==> src/rtl/fmps_test_packet_scheduler.sv <==
// fmps_test_packet_scheduler: FA-triggered burst sequencer driving the FMPS test-link packet writer,
// pacing each strobe on the previous packet's TLAST handshake with timeout and channel-loss abort.
module fmps_test_packet_scheduler #(
  parameter int COUNT_WIDTH    = 5,
  parameter int SPACING_WIDTH  = 8,
  parameter int TIMEOUT_CYCLES = 1023,
  parameter int OVERRUN_WIDTH  = 8
) (
  input  logic                     auroraUserClk,
  input  logic                     auroraUserReset_n,
  input  logic                     enable,
  input  logic [COUNT_WIDTH-1:0]   packetCount,
  input  logic [SPACING_WIDTH-1:0] packetSpacing,
  input  logic                     auroraFAstrobe,
  input  logic                     auroraChannelUp,
  input  logic                     tvalid,
  input  logic                     tready,
  input  logic                     tlast,
  output logic                     genPacketStrobe,
  output logic [COUNT_WIDTH-1:0]   packetIndex,
  output logic                     busy,
  output logic                     cycleDoneStrobe,
  output logic                     abortStrobe,
  output logic                     timeoutStrobe,
  output logic [15:0]              cyclesCompleted,
  output logic [OVERRUN_WIDTH-1:0] overrunCount
);
  localparam int WW = $clog2(TIMEOUT_CYCLES + 1);
  typedef enum logic [1:0] {IDLE, GAP, STROBE, WAIT_END} state_t;
  state_t                   state_q, state_d;
  logic [COUNT_WIDTH-1:0]   count_q, count_d, issued_q, issued_d, idx_q, idx_d;
  logic [SPACING_WIDTH-1:0] spacing_q, spacing_d, gap_q, gap_d;
  logic [WW-1:0]            wait_q, wait_d;
  logic                     strobe_q, strobe_d, busy_q, busy_d;
  logic                     done_q, done_d, abort_q, abort_d, tmo_q, tmo_d;
  logic [15:0]              cycles_q, cycles_d;
  logic [OVERRUN_WIDTH-1:0] ovr_q, ovr_d;
  always_comb begin
    state_d   = state_q;
    count_d   = count_q;
    spacing_d = spacing_q;
    gap_d     = gap_q;
    issued_d  = issued_q;
    wait_d    = wait_q;
    idx_d     = idx_q;
    cycles_d  = cycles_q;
    strobe_d  = 1'b0;
    done_d    = 1'b0;
    abort_d   = 1'b0;
    tmo_d     = 1'b0;
    ovr_d     = ovr_q + OVERRUN_WIDTH'(auroraFAstrobe && state_q != IDLE && ovr_q != '1);
    case (state_q)
      IDLE: if (auroraFAstrobe && enable && auroraChannelUp && packetCount != '0) begin
        count_d   = packetCount;
        spacing_d = packetSpacing;
        gap_d     = packetSpacing;
        issued_d  = '0;
        idx_d     = '0;
        state_d   = GAP;
      end
      GAP: if (gap_q == '0) begin
        strobe_d = 1'b1;
        state_d  = STROBE;
      end else gap_d = gap_q - 1'b1;
      STROBE: begin
        wait_d  = '0;
        state_d = WAIT_END;
      end
      WAIT_END: if (tvalid && tready && tlast) begin
        if (COUNT_WIDTH'(issued_q + 1'b1) == count_q) begin
          state_d  = IDLE;
          done_d   = 1'b1;
          cycles_d = cycles_q + 16'd1;
        end else begin
          issued_d = COUNT_WIDTH'(issued_q + 1'b1);
          idx_d    = COUNT_WIDTH'(issued_q + 1'b1);
          gap_d    = spacing_q;
          state_d  = GAP;
        end
      end else if (wait_q == WW'(TIMEOUT_CYCLES - 1)) begin
        state_d = IDLE;
        abort_d = 1'b1;
        tmo_d   = 1'b1;
      end else wait_d = wait_q + 1'b1;
      default: state_d = IDLE;
    endcase
    // Channel loss overrides any completion or timeout decided above.
    if (state_q != IDLE && !auroraChannelUp) begin
      state_d  = IDLE;
      strobe_d = 1'b0;
      done_d   = 1'b0;
      tmo_d    = 1'b0;
      abort_d  = 1'b1;
      idx_d    = idx_q;
      cycles_d = cycles_q;
    end
    busy_d = state_d != IDLE;
  end
  always_ff @(posedge auroraUserClk or negedge auroraUserReset_n)
    if (!auroraUserReset_n) begin
      state_q   <= IDLE;
      count_q   <= '0;
      spacing_q <= '0;
      gap_q     <= '0;
      issued_q  <= '0;
      wait_q    <= '0;
      idx_q     <= '0;
      strobe_q  <= 1'b0;
      busy_q    <= 1'b0;
      done_q    <= 1'b0;
      abort_q   <= 1'b0;
      tmo_q     <= 1'b0;
      cycles_q  <= '0;
      ovr_q     <= '0;
    end else begin
      state_q   <= state_d;
      count_q   <= count_d;
      spacing_q <= spacing_d;
      gap_q     <= gap_d;
      issued_q  <= issued_d;
      wait_q    <= wait_d;
      idx_q     <= idx_d;
      strobe_q  <= strobe_d;
      busy_q    <= busy_d;
      done_q    <= done_d;
      abort_q   <= abort_d;
      tmo_q     <= tmo_d;
      cycles_q  <= cycles_d;
      ovr_q     <= ovr_d;
    end
  assign genPacketStrobe = strobe_q;
  assign packetIndex     = idx_q;
  assign busy            = busy_q;
  assign cycleDoneStrobe = done_q;
  assign abortStrobe     = abort_q;
  assign timeoutStrobe   = tmo_q;
  assign cyclesCompleted = cycles_q;
  assign overrunCount    = ovr_q;
endmodule

==> config.mk <==
export PLATFORM = sky130hd
export DESIGN_NAME = fmps_test_packet_scheduler
export DESIGN_NICKNAME = d
export VERILOG_FILES = /design/src/rtl/fmps_test_packet_scheduler.sv
export SDC_FILE = /design/constraint.sdc
export NUM_CORES = 1
export LEC_CHECK = 0
export ABC_AREA = 1
export CORE_MARGIN = 2
export CORE_UTILIZATION = 60
export CTS_CLUSTER_SIZE = 40
export DETAILED_ROUTE_END_ITERATION = 7
export GPL_ROUTABILITY_DRIVEN = 0
export PLACE_DENSITY = 0.86
export SYNTH_ARGS = -nofsm -noshare
export SYNTH_HDL_FRONTEND = slang
export SYNTH_SLANG_ARGS = --single-unit
==> constraint.sdc <==
create_clock -name auroraUserClk -period 3.5 [get_ports auroraUserClk]
set_input_delay 0.875 -clock auroraUserClk [delete_from_list [all_inputs] [get_ports auroraUserClk]]
set_output_delay 0.875 -clock auroraUserClk [all_outputs]
set_load 0.01 [all_outputs]
## Yosys cells after proc, flatten, opt, wreduce, memory -nomap -nowiden

Index checks and enable logic that the tools add are counted.

- Flip-flop bits (word level): 72
- Input port bits: 21

- Add/sub/neg operators: 5
- Equal/unequal tests: 12
- Mux-type cells: 31
- Bitwise operators: 1
- Reductions and logical operators: 23

Operators by type and width:

| kind | count |
|---|---|
| $mux W8 | 4 |
| $pmux W8 S3 | 1 |
| $mux W10 | 2 |
| $pmux W10 S2 | 1 |
| $add A16 B1 Y16 const B | 1 |
| $mux W5 | 3 |
| $mux W1 | 13 |
| $ne A2 B2 Y1 const B | 6 |
| $add A10 B1 Y10 const B | 1 |
| $eq A10 B10 Y1 const B | 1 |
| $mux W2 | 5 |
| $pmux W5 S2 | 1 |
| $reduce_and A5 Y1 | 2 |
| $add A8 B1 Y8 | 1 |
| $logic_and A1 B1 Y1 | 8 |
| $logic_not A8 Y1 | 1 |
| $ne A8 B8 Y1 const B | 1 |
| $pmux W2 S4 | 1 |
| $reduce_and A4 Y1 | 2 |
| $reduce_bool A2 Y1 | 4 |
| $sub A8 B1 Y8 const B | 1 |
| $add A5 B1 Y5 const B | 1 |
| $eq A5 B5 Y1 | 1 |
| $reduce_bool A5 Y1 | 1 |
| other kinds (8) | 9 |

## Logic depth before layout (Yosys ltp)

Gate-level depths: netlist of the first run.

- Depth after elaboration: 7
- Gate-level depth with buffers: 13
- Mapped depth without buffers: 12

## Least setup slack after synthesis of the first run

No wires, ideal clock.

- Path type: input to register
- Start point: in auroraFAstrobe
- End point: reg ovr_q[7] (netlist: overrunCount[7])
- Setup time: 125 ps
- Arrival: 1828 ps
- Data required time: 3375 ps
- Path slack: 1547 ps
- Stages on the path: 7
- Path through: inv_1 a211oi_1 ha_1 nand3_1 nor3_1 nand3_1 xnor2_1

- Word-level cells in the longest chain between the ends: 3

RTL lines:

| element | line | RTL |
|---|---|---|
| start: declaration | 14 | `input logic auroraFAstrobe,` |
| $logic_and A1 B1 Y1 (2 in a row) | 51 | `ovr_d = ovr_q + OVERRUN_WIDTH'(auroraFAstrobe && state_q != IDLE && ovr_q != '1);` |
| $add A8 B1 Y8 | 51 |  |
| named net ovr_d[7] | 37 | `logic [OVERRUN_WIDTH-1:0] ovr_q, ovr_d;` |
| end signal: assignment | 129 | `ovr_q <= ovr_d;` |
| end: declaration | 37 |  |

The timed path passes the listed nets, and every way through them passes these cells.
A chain may end at the register's enable or synchronous reset.

## Worst setup path in the final report of the first run

- Start point: in auroraChannelUp
- End point: reg gap_q[4]

- Word-level cells in the longest chain between the ends: 4

RTL lines:

| element | line | RTL |
|---|---|---|
| start: declaration | 15 | `input logic auroraChannelUp,` |
| $logic_and A1 B1 Y1 (2 in a row) | 53 | `IDLE: if (auroraFAstrobe && enable && auroraChannelUp && packetCount != '0) begin` |
| $ne A2 B2 Y1 (no line) | -- |  |
| $reduce_and A5 Y1 (no line) | -- |  |
| end signal: assignment | 119 | `gap_q <= gap_d;` |
| end: declaration | 32 | `logic [SPACING_WIDTH-1:0] spacing_q, spacing_d, gap_q, gap_d;` |

No other way between the ends.

==> out/results.ini, run 1 <==
[setup_path]
crit_fanout=9
end_kind=register
worst-path-buf-inv=2
slowest_stage=clkdlybuf4s50_1
endpoint=gap_q[4]
critPathMostFrequentCell=nand2_1
crit_chain=clkdlybuf4s50_1 -> nand2_1 -> nor2_1 -> nand2_1 -> inv_1 -> nor2_1 -> nor2_2 -> nand3_2 -> nand2_1 -> nand2_1
worstPathRequired_ps=3750
rrSetupSlack_ps=1240
crit_arrival_ps=2610
criticalPathCategory=input pin to register
r2r-start=issued_q[0]
start_kind=input pin
critical-path-top-delay-family=simple AND/OR/NAND/NOR gates
slowest_delay_ps=510
r2r_cells=11
worst-path-stages=10
critPathLaunch=auroraChannelUp
r2r-end=gap_q[4]

[global_routing]
antenna_found_initial=0
grt_max_degree=73
grt_pass1_wl_mm=15.4
grtUsageTotal_pct=26.1
grt_overflow=0
grt_pass1_vias=3457

[yosys]
synthSimpleGateAreaFrac_pct=33.6
yosys_warnings=0
synthArstFlopShare_pct=100
synthMuxAreaShare_pct=1.38
ys_seq_area_share_pct=44.0
synth_edf_count=0
syn_nets=552
synth-xor-area-share_pct=4.49
yosys_most_used_dff=dfrtp_1
synth-compound-area-share_pct=5.63
synth_top_family_by_area=simple AND/OR/NAND/NOR gates
syn_area_per_cell_sq_um=7.89
ys_types=35
yosys.area_share.adder_pct=3.67
ys_ff_latch=72
synth_area_sq_um=4090
syn_inst=519

[clocking]
clkTransAtPathRegs_ps=80
htree_levels=3
clock-sinks=72
tritoncts=done
clock_latency_ps=360
post_cts_buffers=0
cts_resized=0
clockBufferDepth=2
root_buffer=clkbuf_8
holdBufCountCts=0
cts_made_buffers=9

[power]
power.switching_mw=1.34
p_int_mw=1.87
p_comb_share_pct=41.0
cellLeakagePower_nw=2.36
power_frac_clock_pct=21.3
peakVddDrop_v=0.000448
seqPwrFrac_pct=37.7
switching_share_pct=41.7
power.density_nw_per_um2=656

[route]
wl_per_cell_um=13.7
viasPerCell=5.60
ant_nets=0
firstDrtPassIters=4
drt_iter0_drc=207
drc_errors=0
dr_total_vias=3696
wl_mm=9.03

[timing]
max_freq_mhz=424
maxSlewHeadroom_pct=57.3
fin_crit_ps=2360
final.period_utilization_pct=67.4
clock_skew_ps=9.25
finalMaxSlewViolations=0
worst_pin_slew_ps=639
grt_setup_unrepaired=no
hold_violations=0
fin_setup_tns_ps=0
final-setup-viol-count=0

[final_layout]
final_area_sq_um=4890
utilization_pct=73.2
post_route_cells_drive_above_1_share_pct=8.45
final_nets=608
fillCellCount=521
diodes=0
syn2layout_area_growth_pct=19.6

[outcome]
outcome=complete, no violations

[die]
initial_utilization_pct=61.3
num_io_pins=55
design.core.area_sq_um=6680
die_w_um=86.6
fp.dieH_um=86.6
rows=30
die_area_sq_um=7500

[placed_design]
place_hpwl_mm=6.34
place_area_sq_um=4690
io_buffers=54

[flow_run]
drv_cap=0

[hold_path]
hold_path.class=register to register

-- sequential cells by signal (all words and copies together), names as in the netlist --
name / count
cyclesCompleted: 16
wait_q: 10
gap_q: 8
overrunCount: 8
spacing_q: 8
count_q: 5
issued_q: 5
packetIndex: 5
state_q: 2
abortStrobe: 1
busy: 1
cycleDoneStrobe: 1
genPacketStrobe: 1
timeoutStrobe: 1
-- per-stage QoR --
stage | hold WS, ps | std cells | setup WS [ps] | power [mW]
2_1_floorplan | 442 | 519 | 1550 | 2.09
5_1_grt | 503 | 660 | 1030 | 3.46
3_5_place_dp | 462 | 644 | 807 | 2.50
6_report | 485 | 660 | 1140 | 3.21
4_1_cts | 481 | 660 | 1150 | 3.20
3_3_place_gp | 456 | 644 | 845 | 2.44
-- worst min path at each step --
stage,startpoint,endpoint,cells after the start
after floorplan,gap_q[1],gap_q[1],2
after detailed placement,packetIndex[4],packetIndex[4],2
after global routing,gap_q[6],gap_q[6],2
final,packetIndex[3],packetIndex[3],2
after global placement,gap_q[6],gap_q[6],2
after CTS,packetIndex[4],packetIndex[4],2
-- worst register-to-register path: cells and delay by family, from the launching register on --
kind | cells | cell delay, ps
buffers and inverters | 1 | 50
and+or+nand+nor | 9 | 1300
adders and majority gates | 1 | 360
DFF | 1 | 470
-- power groups by stage --
stage | Clock, mW | Combinational, mW | Sequential [mW]
CTS | 0.690 | 1.30 | 1.21
finish | 0.684 | 1.31 | 1.21
global route | 0.737 | 1.48 | 1.24
detailed placement | 0 | 1.28 | 1.21
floorplan | 0 | 0.880 | 1.21
global placement | 0 | 1.23 | 1.21
-- synth_stat cells (4+ instances only) --
| master | count | area share (%) |
|---|---|---|
| nand2_1 | 154 | 14 |
| dfrtp_1 | 72 | 44 |
| inv_1 | 53 | 4.9 |
| nand3_1 | 45 | 5.5 |
| nor2_1 | 42 | 3.9 |
| nand4_1 | 26 | 4.0 |
| o21ai_0 | 15 | 1.8 |
| a21oi_1 | 13 | 1.6 |
| ha_1 | 12 | 3.7 |
| xnor2_1 | 11 | 2.4 |
| xor2_1 | 10 | 2.1 |
| nor3_1 | 9 | 1.1 |
| buf_2 | 5 | 0.61 |
| mux2_2 | 5 | 1.4 |
| nand3_2 | 5 | 1.2 |
| nand2_2 | 4 | 0.61 |
| o21ai_2 | 4 | 0.86 |
-- cell families (layout without fill, tap and decap cells) --
group,after synthesis,in the layout
and+or+nand+nor,300,300
DFF,72,72
buffers and inverters,70,131
AOI/OAI and AO/OA,39,39
xor gates and xnor gates,21,21
adders and majority gates,12,12
muxes,5,5
-- cell usage in the layout (no fill, tap or decap), types with 3 or more instances in the layout --
cell	Yosys	layout
clkdlybuf4s50_1	0	53
inv_1	53	53
a22oi_1	3	3
nand4_1	26	26
nand3_2	5	5
nor2_1	42	42
dfrtp_1	72	72
nand2_1	154	154
xnor2_1	11	11
a21oi_1	13	13
nor3_1	9	9
nand3b_1	3	3
nand2_2	4	4
o21ai_2	4	4
nand3_1	45	45
inv_2	3	3
xor2_1	10	10
ha_1	12	12
nor3b_1	3	3
o21ai_0	15	15
buf_4	3	3
clkbuf_8	0	9
mux2_2	5	5
-- area by class of cell --
class                   count  area, sq um  area share, %
clock buffers               9          124           2.53
clock inverters             7         80.1           1.64
inverters                  57          214           4.37
multi-input cells         377         2000           40.8
flip-flops and latches     72         1800           36.8
well taps                  80          100           2.05
repair buffers             58          578           11.8
-- per-layer routing --
| layer | track usage (%) | part of all wire (%) | vias up |
|---|---|---|---|
| li1 | - | - | 1805 |
| met5 | 0 | 0 | - |
| met4 | 10.2 | 2.3 | 0 |
| met1 | 33.3 | 43 | 1738 |
| met2 | 43.1 | 49 | 130 |
| met3 | 6.00 | 5.5 | 23 |
Note: power is estimated with default switching activity, not from simulation.
==> run 2: changes to the inputs <==
CORE_UTILIZATION = 55   (was 60)
PLACE_DENSITY = 0.8   (was 0.86)
clock period = 2.2 ns   (was 3.5 ns; I/O delays follow)
==> run 2 against run 1 <==
Effect of this change: clock skew is 1.6 ps lower; critical path type is now register to register; hold slack got worse by 270 ps; clock power rose by 89%.
==> out/results.ini, run 2 (synthesized netlist as in run 1, its figures left out) <==
[route]
drc_errors=0
drt_iter0_drc=207
viasPerCell=5.33
wl_per_cell_um=13.1
dr_total_vias=3656
wl_mm=8.98
firstDrtPassIters=5
ant_nets=0

[global_routing]
grt_overflow=0
antenna_found_initial=0
grt_pass1_wl_mm=15.5
grt_pass1_vias=3414
grt_max_degree=73
grtUsageTotal_pct=23.4

[placed_design]
place_hpwl_mm=6.47
dpl_worst_slack_ps=-87.0
io_buffers=54
place_area_sq_um=4780
dpl.cell_count=670

[timing]
final.period_utilization_pct=93.0
final-setup-viol-count=0
clock_skew_ps=7.67
fin_crit_ps=2050
finalMaxSlewViolations=0
max_freq_mhz=489
hold_violations=0
maxSlewHeadroom_pct=73.8
setup_ws_ps=153
worst_pin_slew_ps=392
fin_setup_tns_ps=0

[die]
design.core.area_sq_um=7210
rows=31
num_io_pins=55
initial_utilization_pct=56.7
die_area_sq_um=8150
die_w_um=90.3
fp.dieH_um=90.3

[power]
power.density_nw_per_um2=1070
finalPower_mw=5.38
peakVddDrop_v=0.000722
cellLeakagePower_nw=2.43

[clocking]
clock-sinks=72
root_buffer=clkbuf_8
cts_made_buffers=9
htree_levels=3
clockBufferDepth=2
clock_latency_ps=360
tritoncts=done
post_cts_buffers=0
clkTransAtPathRegs_ps=80

[final_layout]
syn2layout_area_growth_pct=23.2
final_nets=615
final_area_sq_um=5040
final_cell_mix=nand2_1 (154), dfrtp_1 (71), inv_1 (53), clkdlybuf4s50_1 (53), nand3_1 (45)
final_cell_count_no_fill=686
layout_commonest_cell=nand2_1
post_route_cells_drive_above_1_share_pct=10.1
diodes=0
largest_register_ffs=16

[outcome]
outcome=complete, no violations

[setup_path]
crit_fanout=21
critPathLaunch=issued_q[1]
crit_arrival_ps=2290
criticalPathCategory=register to register
end_kind=register
worstPathRequired_ps=2450
start_kind=register
r2r_cells=12
r2r-start=issued_q[1]

[hold_path]
hold_path.class=input pin to async pin

[flow_run]
drv_cap=0

run 2: timing repair:
| action | CTS | global route |
|---|---|---|
| setup endpoints to repair | 0 | 20 |
| gates resized for setup | 0 | 5 |
| hold buffers | 0 | 0 |
run 2: final timing paths:
kind / to / slack, ps
max: cyclesCompleted[2] / 150
min: wait_q[7] / 210
max reg2reg: cyclesCompleted[2] / 150
min reg2reg: packetIndex[4] / 490
max in group asynchronous: state_q[0] / 1680
min in group auroraUserClk: packetIndex[4] / 490
run 2: through the flow:
stage	utilization, %	hold WS [ps]
2_1_floorplan	-	254
3_3_place_gp	66.2	457
3_5_place_dp	66.2	468
4_1_cts	69.6	221
5_1_grt	69.9	254
6_report	69.9	215
run 2: worst max-delay path: stages (launching register included):
cell and delay, ps:
dfrtp_1 440, ha_1 340, inv_1 50, nand2_1 50, nand2_1 40, nor2_1 100
nand3_1 130, nor2_4 190, nand2_1 140, inv_2 100, nand2_4 160, nand2_1 130
o21ai_2 60
run 2: power breakdown:
part / leakage [nW] / switching (mW) / internal (mW)
registers: 0.940 / 0.265 / 1.65
logic: 1.37 / 1.32 / 0.853
clock network: 0.119 / 0.532 / 0.754
run 2: layout make-up:
cell class                 count  area [sq um]
clock buffer                   9           124
clock inverter                 7           120
fill                         603          2170
inverter                      57           214
multi-input combinational    377          2020
sequential                    72          1800
tap                           99           124
timing repair buffer          65           643
run 2: layer usage:
layer	vias up	track usage, %	wire [um]
met2	137	37.2	4220
met4	0	7.69	208
li1	1811	-	-
met1	1689	31.6	4010
met3	19	5.76	538
met5	-	0	0
